<file path="config.mk">
export PLATFORM = sky130hd
export DESIGN_NAME = shift_stage
export DESIGN_NICKNAME = d
export VERILOG_FILES = /design/src/rtl/shift_pkg.sv /design/src/rtl/shift_core.sv /design/src/rtl/shift_stage.sv
export SDC_FILE = /design/constraint.sdc
export NUM_CORES = 1
export LEC_CHECK = 0
export CAP_MARGIN = 20
export CELL_PAD_IN_SITES_DETAIL_PLACEMENT = 0
export CELL_PAD_IN_SITES_GLOBAL_PLACEMENT = 2
export CORE_UTILIZATION = 33
export DETAILED_ROUTE_END_ITERATION = 10
export PLACE_DENSITY = 0.95
export SYNTH_ARGS = -nofsm -noshare
export SYNTH_HDL_FRONTEND = slang
export SYNTH_HIERARCHICAL = 1
export SYNTH_SLANG_ARGS = --single-unit
</file>
<file path="constraint.sdc">
create_clock -name clock -period 2.2 [get_ports clock]
set_clock_uncertainty 0.15 [all_clocks]
set_input_delay 0.33 -clock clock [delete_from_list [all_inputs] [get_ports clock]]
set_output_delay 0.33 -clock clock [all_outputs]
set_load 0.01 [all_outputs]
</file>
<file path="src/rtl/shift_pkg.sv">
// shift_pkg: shared encodings and entry type for the execute-stage shift unit.
// Holds op-kind codes, the variable-distance bit index and shift_entry_t.
package shift_pkg;

  localparam int SH_WIDTH = 32;
  localparam int SH_TAGW  = 5;

  localparam logic [1:0] SH_LL = 2'b00;
  localparam logic [1:0] SH_RL = 2'b10;
  localparam logic [1:0] SH_RA = 2'b11;
  localparam int         SH_VAR = 2;

  typedef struct packed {
    logic [SH_WIDTH-1:0] result;
    logic [SH_TAGW-1:0]  tag;
  } shift_entry_t;

endpackage

</file>
<file path="src/rtl/shift_core.sv">
// shift_core: combinational 5-level mux barrel shifter.
// Ports: i_data (value), i_dist (0..31), i_kind (op[1:0]), o_result.
module shift_core
  import shift_pkg::*;
(
  input  logic [SH_WIDTH-1:0] i_data,
  input  logic [4:0]          i_dist,
  input  logic [1:0]          i_kind,
  output logic [SH_WIDTH-1:0] o_result
);

  logic                w_left;
  logic                w_right;
  logic                w_fill;
  logic [SH_WIDTH-1:0] w_v;

  assign w_left  = (i_kind == SH_LL);
  assign w_right = (i_kind == SH_RL) || (i_kind == SH_RA);
  assign w_fill  = (i_kind == SH_RA) && i_data[SH_WIDTH-1];

  // Level i shifts by 2**i when dist bit i is set; reserved kind passes.
  always_comb begin
    w_v = i_data;
    for (int i = 0; i < 5; i++) begin
      if (i_dist[i]) begin
        unique case (1'b1)
          w_left:  w_v = w_v << (1 << i);
          w_right: w_v = (w_v >> (1 << i))
                       | (w_fill ? ~({SH_WIDTH{1'b1}} >> (1 << i))
                                 : {SH_WIDTH{1'b0}});
          default: w_v = w_v;
        endcase
      end
    end
  end

  assign o_result = w_v;

endmodule

</file>
<file path="src/rtl/shift_stage.sv">
// shift_stage: execute-stage MIPS shift unit, 1-cycle valid/ready stage.
// Ports: clock, rst (async high); in_valid/in_ready, in_op, in_shamt,
// in_rs, in_rt, in_tag; out_valid/out_ready, out_result, out_tag.
// Build option SHIFT_SKID_EN adds a skid entry and a registered in_ready.
module shift_stage
  import shift_pkg::*;
#(
  parameter int WIDTH = 32,
  parameter int TAGW  = 5
) (
  input  logic             clock,
  input  logic             rst,
  input  logic             in_valid,
  output logic             in_ready,
  input  logic [2:0]       in_op,
  input  logic [4:0]       in_shamt,
  input  logic [WIDTH-1:0] in_rs,
  input  logic [WIDTH-1:0] in_rt,
  input  logic [TAGW-1:0]  in_tag,
  output logic             out_valid,
  input  logic             out_ready,
  output logic [WIDTH-1:0] out_result,
  output logic [TAGW-1:0]  out_tag
);

  logic [4:0]       w_dist;
  logic [WIDTH-1:0] w_res;
  shift_entry_t     w_new;
  logic             w_acc;
  logic             w_take;
  logic             w_unused_rs;

  shift_entry_t     r_out;
  logic             r_out_valid;

  assign w_unused_rs = ^in_rs[WIDTH-1:5];

  assign w_dist = in_op[SH_VAR] ? in_rs[4:0] : in_shamt;

  shift_core u_core (
    .i_data   (in_rt),
    .i_dist   (w_dist),
    .i_kind   (in_op[1:0]),
    .o_result (w_res)
  );

  assign w_new.result = w_res;
  assign w_new.tag    = in_tag;

  assign w_acc  = in_valid && in_ready;
  assign w_take = r_out_valid && out_ready;

  assign out_valid  = r_out_valid;
  assign out_result = r_out.result;
  assign out_tag    = r_out.tag;

`ifdef SHIFT_SKID_EN

  shift_entry_t r_skid;
  logic         r_skid_valid;
  logic         r_in_ready;

  assign in_ready = r_in_ready;

  // r_in_ready always tracks !r_skid_valid, kept as its own flop so
  // upstream never sees a path from out_ready.
  always_ff @(posedge clock or posedge rst) begin
    if (rst) begin
      r_out        <= '0;
      r_out_valid  <= 1'b0;
      r_skid       <= '0;
      r_skid_valid <= 1'b0;
      r_in_ready   <= 1'b1;
    end else begin
      if (!r_out_valid || w_take) begin
        if (r_skid_valid) begin
          r_out        <= r_skid;
          r_out_valid  <= 1'b1;
          r_skid_valid <= 1'b0;
          r_in_ready   <= 1'b1;
        end else if (w_acc) begin
          r_out       <= w_new;
          r_out_valid <= 1'b1;
        end else begin
          r_out_valid <= 1'b0;
        end
      end else if (w_acc) begin
        r_skid       <= w_new;
        r_skid_valid <= 1'b1;
        r_in_ready   <= 1'b0;
      end
    end
  end

`else

  assign in_ready = !r_out_valid || out_ready;

  always_ff @(posedge clock or posedge rst) begin
    if (rst) begin
      r_out       <= '0;
      r_out_valid <= 1'b0;
    end else if (w_acc) begin
      r_out       <= w_new;
      r_out_valid <= 1'b1;
    end else if (w_take) begin
      r_out_valid <= 1'b0;
    end
  end

`endif

endmodule

</file>
# --- After elaboration in Yosys (flattened, before gate mapping) ---
# Index checks and enable logic that the tools add are counted.
totals:
  ff_bits: 38
  word_cells: 36
op_classes:
  mux: 18
  n_eq_ne: 2
  n_bitwise: 5
  reduce_logical: 8
ops:
  columns: ["op", "count"]
  rows:
  - ["32-bit two-way mux", 10]
  - ["32-bit case mux with 2 select lines", 5]
  - ["16-bit by 32-bit OR with 32-bit output", 1]
  - ["24-bit by 32-bit OR with 32-bit output", 1]
  - ["28-bit by 32-bit OR with 32-bit output", 1]
  - ["30-bit by 32-bit OR with 32-bit output", 1]
  - ["31-bit by 32-bit OR with 32-bit output", 1]
  - ["5-bit two-way mux", 1]
  - ["2-bit equality test, second input constant", 2]
  - ["1-bit logical AND", 3]
  - ["2-bit zero test", 1]
  - ["1-bit logical OR", 2]
  - ["1-bit two-way mux", 2]
  - ["2-bit nonzero test", 1]
  - ["1-bit zero test", 1]

# --- Longest topological paths before layout ---
# Gate-level depths: netlist of run 1.
depth:
  ltp_word: 18
  ltp_mapped: 14
  depth_no_buf: 9

# --- Modules after synthesis ---
# The synthesis of run 1 kept the hierarchy.
modules_own_cells:
  columns: ["mod", "n_inst", "cells_each", "seq_area_each_um2", "area_each_um2"]
  rows:
  - ["shift_core", 1, 733, 0.0, 4678.2]
  - ["shift_stage", 1, 87, 950.9, 1632.8]

# --- Least setup slack after synthesis of run 1 ---
# Ideal clock, no wire load.
synth_path:
  path_kind: "in2reg"
  start: "input port in_op[2]"
  end: "register r_out (netlist bit out_result[22])"
  setup_time_ns: 0.125
  t_arrival_ns: 2.777
  path_slack_ns: -0.852
  required_time_ns: 1.925
  path_buffers: 3
  cell_stages: 11
  path_cell_list: "mux2_2 buf_6 buf_6 buf_6 o22ai_1 a211oi_1 or4_4 a221oi_2 a21oi_1 or3_1 mux2_4"
synth_via:
  elab_chain_cells: 13
synth_rtl:
  columns: ["item", "line_no", "source"]
  rows:
  - ["start, declared", "shift_stage.sv:15", "input logic [2:0] in_op,"]
  - ["5-bit two-way mux *", "shift_stage.sv:38", "assign w_dist = in_op[SH_VAR] ? in_rs[4:0] : in_shamt;"]
  - ["32-bit two-way mux", "shift_core.sv:25", "if (i_dist[i]) begin"]
  - ["30-bit by 32-bit OR with 32-bit output", "shift_core.sv:29", "| (w_fill ? ~({SH_WIDTH{1'b1}} >> (1 << i))"]
  - ["32-bit case mux with 2 select lines", "shift_core.sv:26", "unique case (1'b1)"]
  - ["32-bit two-way mux", "shift_core.sv:25", null]
  - ["28-bit by 32-bit OR with 32-bit output", "shift_core.sv:29", null]
  - ["32-bit case mux with 2 select lines", "shift_core.sv:26", null]
  - ["32-bit two-way mux", "shift_core.sv:25", null]
  - ["24-bit by 32-bit OR with 32-bit output", "shift_core.sv:29", null]
  - ["32-bit case mux with 2 select lines", "shift_core.sv:26", null]
  - ["32-bit two-way mux", "shift_core.sv:25", null]
  - ["32-bit case mux with 2 select lines", "shift_core.sv:26", null]
  - ["32-bit two-way mux *", "shift_core.sv:25", null]
  - ["net w_res[22]", "shift_stage.sv:27", "logic [WIDTH-1:0] w_res;"]
  - ["end signal, assigned", "shift_stage.sv:104", "r_out <= w_new;"]
  - ["end, declared", "shift_stage.sv:33", "shift_entry_t r_out;"]
# The timed path passes the listed nets; every way through them passes the cells marked *.
# A chain may end at the register's enable or synchronous reset.

# --- Worst setup path in the final report of run 1 ---
layout_path:
  start: "input port in_op[2]"
  end: "register r_out (netlist bit out_result[8])"
layout_via:
  elab_chain_cells: 13
  word_cells_on_any_way: 14
  cone_classes: "10 x mux; 4 x bitwise"
layout_rtl:
  columns: ["item", "line_no", "source"]
  rows:
  - ["5-bit two-way mux *", "shift_stage.sv:38", null]
  - ["net w_dist[0]", "shift_stage.sv:26", "logic [4:0] w_dist;"]
  - ["32-bit two-way mux *", "shift_core.sv:25", null]
  - ["30-bit by 32-bit OR with 32-bit output", "shift_core.sv:29", null]
  - ["32-bit case mux with 2 select lines", "shift_core.sv:26", null]
  - ["32-bit two-way mux *", "shift_core.sv:25", null]
  - ["28-bit by 32-bit OR with 32-bit output", "shift_core.sv:29", null]
  - ["32-bit case mux with 2 select lines", "shift_core.sv:26", null]
  - ["32-bit two-way mux *", "shift_core.sv:25", null]
  - ["24-bit by 32-bit OR with 32-bit output or 32-bit case mux with 2 select lines (tied branches)", "shift_core.sv:29, shift_core.sv:26", null]
  - ["32-bit case mux with 2 select lines or 32-bit two-way mux (tied branches)", "shift_core.sv:26, shift_core.sv:25", null]
  - ["32-bit two-way mux *", "shift_core.sv:25", null]
  - ["32-bit case mux with 2 select lines", "shift_core.sv:26", null]
  - ["32-bit two-way mux *", "shift_core.sv:25", null]
  - ["net w_res[8]", "shift_stage.sv:27", null]
# Marks and branches as above.

==> impl_metrics.tcl, run 1 <==
set metrics [dict create \
    synth_seq_cells 38 \
    period_needed_ps 2918 \
    die_w_um 140.3 \
    routed.top_layer "met4" \
    synth_ff_type "dfrtp_1" \
    clk_latency_ps 280 \
    tightest_slew_ps 678.2 \
    max_stage_delay_ps 550 \
    stdcell_area_um2 11160 \
    die_area_um2 19680 \
    grt_max_degree 39 \
    place.port_buffers 92 \
    end_kind "flop" \
    rsz0062_at_grt "yes" \
    num_vias 9404 \
    ctsLongestPathBuffers 2 \
    syn_area_per_cell_um2 7.696 \
    slew_viol_final 0 \
    wl_met1_mm 13.03 \
    numCtsBuffers 5 \
    antenna_found_initial 0 \
    path_cells "buf_8, mux2_4, buf_12, buf_8, or4b_4, o32ai_4, a211o_1, buf_4, a221o_1, a21o_1, o31ai_1, mux2_4" \
    cp_max_fo 29 \
    path_buf_inv 4 \
    ant_nets 0 \
    die_y_um 140.3 \
    drtIter0Drc 1737 \
    gp_congestion 1.091 \
    grt_pass1_vias 9060 \
    place_area_um2 9608 \
    crit_path_top_delay_cell "or4b_4" \
    synth_nets 901 \
    fin_cells 1403 \
    crit_type "in -> reg" \
    place_inst 1357 \
    h-tree-depth 2 \
    cts_root_buffer "clkbuf_16" \
    grt_pass1_wl_mm 53.28 \
    postCtsHoldBufs 0 \
    totalPowerFinal_mw 5.648 \
    core_um2 18710 \
    synth_cells 820 \
    clk_pin_slew_worst_paths_ps 60 \
    finalCritPeriodShare 1.326 \
    drt-pass1-iter-count 9 \
    initial_core_util 0.3374 \
    setup_viol 32 \
    avgRoutedWirePerCell_um 25.54 \
    vias_per_cell 6.703 \
    peakVddDrop_uv 370.1 \
    fin_nets 1248 \
    drive_gt1_frac 0.4974 \
    wl_mm 35.83 \
    status "finished, violations left" \
    finalHoldWorstSlack_ps 315.6 \
    ys_seq_area_frac 0.1507 \
    yosysWarnings 6 \
    required_ps 2220 \
    cp.arrival_ps 2940 \
    hold_viol 0 \
    ioPinCount 120 \
    fin_ws_ps -718.1 \
    rows 50 \
    clock_sinks 38 \
    max_freq_ghz 0.3427 \
    crit_family "compound AO/OA/AOI/OAI gates" \
    detail_route.drc_violations 0 \
    grt_overflow 0 \
    postSynth.asyncResetShare 1.000 \
    synth_cell_types 88 \
    cap_violations 0 \
    grt_usage 0.3548 \
    dr_wl_met3_mm 4.482 \
    start_kind "primary input" \
    failed_checks "negative setup slack" \
    cts_tree "done" \
    hp-class "in -> async" \
    syn_area_um2 6311 \
    dr_wl_met2_mm 15.50 \
    synth_edf_count 0 \
    syn2layout_area_growth_pct 76.88 \
    p_per_area_nw_per_um2 506.0 \
    fin_util 0.5968 \
    post-dp-hpwl_mm 26.11 \
    power.leakage_nw 4.717 \
    relSlewSlack 0.5459 \
]
-- cell families (layout without fill, tap and decap cells) --
kind of cell    after synthesis  after routing  share of synthesized area
other cells                   0              1                          0
compound gates              337            337                     0.3898
simple gates                265            265                     0.2177
mux                          74             75                     0.1473
buf+inv                     106            453                    0.09457
flops                        38             38                     0.1507
-- placed cells by master, fill, tap and decap left out, types with 9 or more instances in the layout --
cell / n
a21o_1: 10
nor2_1: 77
o21ai_1: 19
o21ai_0: 21
mux2_2: 17
o221ai_1: 13
a221oi_2: 12
a31oi_1: 9
mux2_4: 35
a22oi_1: 9
nand2_1: 51
buf_4: 306
clkdlybuf4s50_1: 84
a211oi_2: 11
buf_6: 13
dfrtp_1: 38
a21oi_2: 11
nor3_1: 16
buf_12: 10
nand2b_1: 13
mux2i_1: 17
a21oi_1: 50
o22ai_1: 13
inv_1: 16
-- cells in the mapped netlist, types with 16 or more instances --
cell type,instances,area (µm²)
a211oi_1,16,120.1
a21oi_1,66,330.3
buf_2,24,120.1
clkbuf_1,42,157.7
dfrtp_1,38,950.9
inv_1,16,60.06
mux2_2,21,236.5
mux2_4,30,450.4
mux2i_1,22,220.2
nand2_1,57,214.0
nand2b_1,19,118.9
nor2_1,86,322.8
nor3_1,21,105.1
o21ai_0,43,215.2
o221ai_1,18,157.7
o22ai_1,24,150.1
-- layer usage --
layer  vias up  GRT usage
met2       869     0.5553
met3       274    0.09949
met4         0     0.2053
met5         -    0.01504
met1      4360     0.4346
li1       3901          -
-- flip-flops by register name (all words and copies together), names as in the netlist --
name / count
out_valid: 1
out_result: 32
out_tag: 5
-- where the power goes --
group	internal (mW)	total (mW)	switching [mW]
Combinational	1.89	3.72	1.83
Sequential	0.871	0.980	0.109
Clock	0.651	0.946	0.295
Total	3.41	5.65	2.24
-- metrics by stage --
step,setup TNS [ps],setup WS (ps)
3_3_place_gp,-43630,-1538
5_1_grt,-21650,-776.3
4_1_cts,-18740,-682.7
6_report,-20010,-718.1
2_1_floorplan,-17280,-809.3
3_5_place_dp,-44440,-1504
-- area by class of cell --
cell class | instances | area (µm²)
repair buffers | 429 | 3704
inverters | 16 | 60.06
well taps | 234 | 292.8
clock inverters | 3 | 68.82
clock buffers | 5 | 125.1
fillers | 1525 | 7542
diodes | 1 | 2.502
flip-flops and latches | 38 | 950.9
multi-input cells | 677 | 5959
-- worst reg2reg max path, delay by kind of cell (launching register included) --
| kind | cells | cell delay [ps] |
|---|---|---|
| flip-flops | 1 | 390 |
| multiplexers | 1 | 320 |
| AND/OR/NAND/NOR | 2 | 320 |
| buffers and inverters | 1 | 210 |
-- what timing repair did --
action | in CTS | in global routing
setup buffers | 20 | 16
pin swaps | 76 | 41
gates cloned | 3 | 0
endpoints found under the setup margin | 32 | 32
resized for setup | 163 | 64
-- final timing paths --
| path | startpoint | to | slack (ps) | cells past startpoint |
|---|---|---|---|---|
| worst max-delay path | in_op[2] | out_result[8] | -720 | 12 |
| worst min-delay path | rst | out_result[11] | 320 | 3 |
| worst max register to register | out_valid | out_tag[0] | 690 | 4 |
| worst min register to register | out_result[0] | out_result[0] | 350 | 1 |
| max in group asynchronous | rst | out_result[12] | 1240 | 3 |
| min in group clock | out_result[0] | out_result[0] | 350 | 1 |
Note: power is estimated with default switching activity, not from simulation.
==> run 2: changes to the inputs <==
Settings changed: TNS_END_PERCENT from default to 30.
==> run 2 against run 1 <==
The flow still finishes with violations (negative setup slack). Worst setup slack worse by 20 ps. Clock power about the same. Sequential power about the same. Register-to-register slack worse by 30 ps. Critical path type unchanged. Largest cell class unchanged.
==> impl_metrics.tcl, run 2 (same netlist as run 1, synthesis figures left out) <==
set metrics [dict create \
    status "finished, violations left" \
    failed_checks "negative setup slack" \
    gp_congestion 1.078 \
    antenna_found_initial 0 \
    groute.layer.met1.usage 0.4197 \
    num_vias 9280 \
    peakVddDrop_uv 329.0 \
    rows 50 \
    path_cells "buf_8, mux2_4, buf_12, buf_12, a21oi_1, a2111oi_1, nor3_1, nor3_4, a22oi_2, o21ai_1, mux2_4" \
    busiest_layer "met2" \
    crit_path_top_delay_cell "nor3_1" \
    ff2ff_path_depth 4 \
    clock_sinks 38 \
    place.port_buffers 92 \
    cts_root_buffer "clkbuf_16" \
    fillers 1566 \
    crit_cells 11 \
    drt-pass1-iter-count 6 \
    ctsLongestPathBuffers 2 \
    multiInputGateArea_um2 5653 \
    grt_pass1_vias 8973 \
    seq_area_um2 950.9 \
    numCtsBuffers 5 \
    crit_end "out_result[18]" \
    core_um2 18710 \
    power.leakage_nw 4.598 \
    initial_core_util 0.3374 \
    postCtsHoldBufs 0 \
    drtIter0Drc 1610 \
    tns_ps -20020 \
    use_met3 0.1077 \
    ant_nets 0 \
    r2r_setup_slack_ps 660 \
    place_area_um2 9388 \
    rr_endpoint "out_result[17]" \
    final_common_cell "buf_4" \
    max_freq_ghz 0.3403 \
    h-tree-depth 2 \
    vias_per_cell 6.681 \
    largest_reg_flops 32 \
    setup_viol 32 \
    grt_overflow 0 \
    required_ps 2220 \
    ioPinCount 120 \
    post-dp-hpwl_mm 25.92 \
    mostFrequentLayoutCells "291 x buf_4, 82 x clkdlybuf4s50_1, 80 x nor2_1" \
    clk_latency_ps 280 \
    timing.rr.start "out_valid" \
    hold_viol 0 \
    die_w_um 140.3 \
    grt_pass1_wl_mm 52.56 \
    crit_type "in -> reg" \
    diodes 0 \
    detail_route.drc_violations 0 \
    hp-class "in -> async" \
    start_kind "primary input" \
    cap_violations 0 \
    cp_max_fo 27 \
    slew_viol_final 0 \
    stdcell_area_um2 10750 \
    period_needed_ps 2938 \
    crit_family "simple AND/OR/NAND/NOR gates" \
    end_kind "flop" \
    finalHoldWorstSlack_ps 314.9 \
    finalCritPeriodShare 1.336 \
    drive_gt1_frac 0.4762 \
    fin_util 0.5746 \
    relSlewSlack 0.3325 \
    place_ws_ps -1591 \
    fin_nets 1235 \
    die_area_um2 19680 \
    avgRoutedWirePerCell_um 25.39 \
    path_buf_inv 3 \
    die_y_um 140.3 \
    clk_pin_slew_worst_paths_ps 70 \
    tightest_slew_ps 993.6 \
    syn2layout_area_growth_pct 70.32 \
    max_stage_delay_ps 830 \
    worstSetupStartpoint "in_op[2]" \
    grt_usage 0.3475 \
    grt_util_met2 0.5382 \
    p_per_area_nw_per_um2 511.6 \
    wl_mm 35.27 \
    grt_max_degree 39 \
    cts_tree "done" \
    fin_ws_ps -738.2 \
    rsz0062_at_grt "yes" \
    cp.arrival_ps 2960 \
]
[run 2: how the worst min path moves through the flow]
stage / startpoint / to / slack, ps
CTS: rst / out_result[18] / 330
global placement: out_tag[0] / out_tag[0] / 340
floorplan: in_valid / out_valid / 280
detailed placement: out_tag[2] / out_tag[2] / 340
finish: rst / out_result[7] / 310
global route: rst / out_tag[2] / 370
[run 2: per-stage QoR]
| stage | power (mW) | cells |
|---|---|---|
| after floorplan | 2.472 | 820 |
| after global placement | 3.959 | 1361 |
| after detailed placement | 3.980 | 1361 |
| after CTS | 5.207 | 1383 |
| after global routing | 5.697 | 1389 |
| final | 5.499 | 1389 |
[run 2: report_power, final]
part           internal, mW  total (mW)  switching (mW)
clock                 0.651       0.946           0.295
combinational          1.81        3.57            1.76
sequential            0.871       0.981           0.110
total                  3.33        5.50            2.16
[run 2: worst min-delay path: cells and delay by family]
family	cells	cell delay (ps)
buffers and inverters	3	870
[run 2: cell type report]
class / count / area share
repair buffers: 416 / 0.3343
inverters: 16 / 0.006053
flip-flops and latches: 38 / 0.08846
multi-input cells: 677 / 0.5259
well taps: 234 / 0.02724
clock buffers: 5 / 0.01164
clock inverters: 3 / 0.006402
[run 2: what timing repair did]
action                     4_1_cts  5_1_grt
setup endpoints to repair       32       32
cloned                           3        0
pin swaps                       57       37
setup buffers                   13        6
resized for setup              153       90
[run 2: layer usage]
metal / up-vias / part of all wire
li1: 3870 / -
met1: 4331 / 0.36
met2: 818 / 0.43
met4: 0 / 0.077
met3: 261 / 0.13
met5: - / 0
==> run 3: changes to the inputs <==
Settings changed: CORE_UTILIZATION 33 to 31, GPL_ROUTABILITY_DRIVEN from default to 0, PLACE_DENSITY 0.95 to 0.92, REMOVE_ABC_BUFFERS from default to 1.
Clock period 2.2 ns to 3.3 ns, I/O delays scaled along.
==> run 3 against run 2 <==
Worst hold slack gained 43 ps. Via count shrank 4.5%. Die area up 6.4%. Utilization decreased by 7.8 points. Global-route usage is 3.0 points lower. Critical path type unchanged. Critical path depth rose by 1. The run now ends clean. Sequential cell count did not move. Wire length down 4.9%. First-iteration DRC count shrank 10%. Power decreased by 39%. Combinational power shrank 39%. Sequential power decreased by 33%.
==> impl_metrics.tcl, run 3 (same netlist as run 1, synthesis figures left out) <==
set metrics [dict create \
    clk_pin_slew_worst_paths_ps 60 \
    grt_overflow 0 \
    drive_gt1_frac 0.3802 \
    cp_max_fo 8 \
    power.leakage_nw 4.219 \
    ctsLongestPathBuffers 2 \
    clock_sinks 38 \
    die_y_um 144.7 \
    required_ps 3370 \
    end_kind "flop" \
    cts_tree "done" \
    cp.arrival_ps 3350 \
    crit_type "in -> reg" \
    clk_latency_ps 280 \
    cts_root_buffer "clkbuf_16" \
    avgRoutedWirePerCell_um 24.54 \
    wl_mm 33.55 \
    ff2ff_path_depth 3 \
    combPwrFrac 0.643 \
    vias_per_cell 6.482 \
    grt_pass1_wl_mm 50.34 \
    clkPwrFrac 0.163 \
    finalCritPeriodShare 0.9938 \
    min_from "out_result[14]" \
    hold_viol 0 \
    ant_nets 0 \
    tightest_slew_ps 681.8 \
    grt_pass1_vias 8638 \
    setup_viol 0 \
    cpMostUsedCell "mux2_4" \
    pwr-share-seq 0.195 \
    drtIter0Drc 1447 \
    max_stage_delay_ps 540 \
    drt-pass1-iter-count 6 \
    finalHoldWorstSlack_ps 357.7 \
    r2r_setup_slack_ps 1630 \
    mostFrequentLayoutCells "254 x buf_4, 85 x clkdlybuf4s50_1, 83 x nor2_1" \
    rr_endpoint "out_result[3]" \
    num_vias 8861 \
    slew_viol_final 0 \
    max_freq_ghz 0.3049 \
    p_sw_mw 1.342 \
    tns_ps 0 \
    largest_reg_flops 32 \
    p_per_area_nw_per_um2 343.7 \
    grt_max_degree 39 \
    period_needed_ps 3280 \
    timing.rr.start "out_valid" \
    status "finished clean" \
    hp-class "reg -> reg" \
    switching_share 0.3986 \
    post-dp-hpwl_mm 25.38 \
    numCtsBuffers 5 \
    place.port_buffers 92 \
    peakVddDrop_uv 245.7 \
    die_w_um 144.7 \
    rows 51 \
    cap_violations 0 \
    hold_end "out_result[14]" \
    final_common_cell "buf_4" \
    crit_path_top_delay_cell "a2111oi_0" \
    syn2layout_area_growth_pct 55.25 \
    fin_nets 1182 \
    diodes 0 \
    path_cells "buf_2, mux2_4, buf_12, buf_6, clkinvlp_4, nor2_1, a2111oi_0, a21oi_1, o21ai_0, o22ai_2, o41ai_2, mux2_4" \
    die_area_um2 20930 \
    h-tree-depth 2 \
    fin_util 0.4969 \
    p_int_mw 2.025 \
    hold-path-cell-count 1 \
    core_um2 19720 \
    ioPinCount 120 \
    grt_usage 0.3172 \
    detail_route.drc_violations 0 \
    initial_core_util 0.3201 \
    start_kind "primary input" \
    postCtsHoldBufs 0 \
    relSlewSlack 0.5419 \
    rsz0062_at_grt "no" \
    antenna_found_initial 0 \
]
run 3: changes by cell type in the layout (fill, tap and decap cells not counted), moves of 6 or more:
cell and delta:
o21ai_0 +16, buf_4 -37, o21ai_1 -11, nand2_1 +8
nand2_2 -7, a221oi_1 +6, buf_6 -12, a21oi_2 -9
a21oi_1 +10
run 3: metrics by stage:
step / std cells / worst slack [ps] / cell area, µm² / total power [mW]
6_report: 1367 / 20.40 / 9798 / 3.368
5_1_grt: 1367 / 3.003 / 9798 / 3.500
3_3_place_gp: 1344 / -873.1 / 8980 / 2.579
3_5_place_dp: 1344 / -893.9 / 8980 / 2.593
4_1_cts: 1364 / -16.05 / 9642 / 3.270
2_1_floorplan: 730 / -956.9 / 5774 / 1.531
run 3: timing repair:
action                     CTS  global route
cloned                       4             2
hold endpoints to repair     0             0
pin swaps                   32            21
gates resized for setup     79            29
setup endpoints to repair   32            32
setup buffers               10             3
run 3: area by class of cell:
type	instances	area, µm²
Clock buffer	5	125.1
Clock inverter	3	40.04
Fill cell	1864	9920
Inverter	16	63.81
Multi-Input combinational cell	678	5181
Sequential cell	38	950.9
Tap cell	265	331.6
Timing Repair Buffer	362	3105
run 3: power by group through the flow:
stage / clock (mW) / sequential [mW] / combinational (mW)
6_report: 0.548 / 0.656 / 2.16
3_3_place_gp: 0 / 0.657 / 1.92
5_1_grt: 0.578 / 0.668 / 2.25
2_1_floorplan: 0 / 0.701 / 0.830
3_5_place_dp: 0 / 0.659 / 1.93
4_1_cts: 0.553 / 0.657 / 2.06
run 3: per-layer routing:
metal | vias up | track usage | wire (µm)
met5 | - | 0 | 0
met3 | 190 | 0.08819 | 4193
met2 | 716 | 0.4795 | 14310
met1 | 4195 | 0.4022 | 12870
met4 | 0 | 0.1839 | 2173
li1 | 3760 | - | -
run 3: worst max path at each step:
stage                  start              to  cells past startpoint
finish              in_op[2]  out_result[20]                     12
global route        in_op[2]   out_result[6]                     11
CTS                 in_op[2]   out_result[6]                     13
detailed placement  in_op[2]  out_result[12]                     12
global placement    in_op[2]  out_result[20]                     13
floorplan           in_op[2]  out_result[22]                      8
run 3: critical path, delay by kind of cell:
| family | cells | cell delay [ps] |
|---|---|---|
| AOI/OAI and AO/OA | 5 | 1590 |
| buffers and inverters | 4 | 630 |
| muxes | 2 | 570 |
| and+or+nand+nor | 1 | 80 |
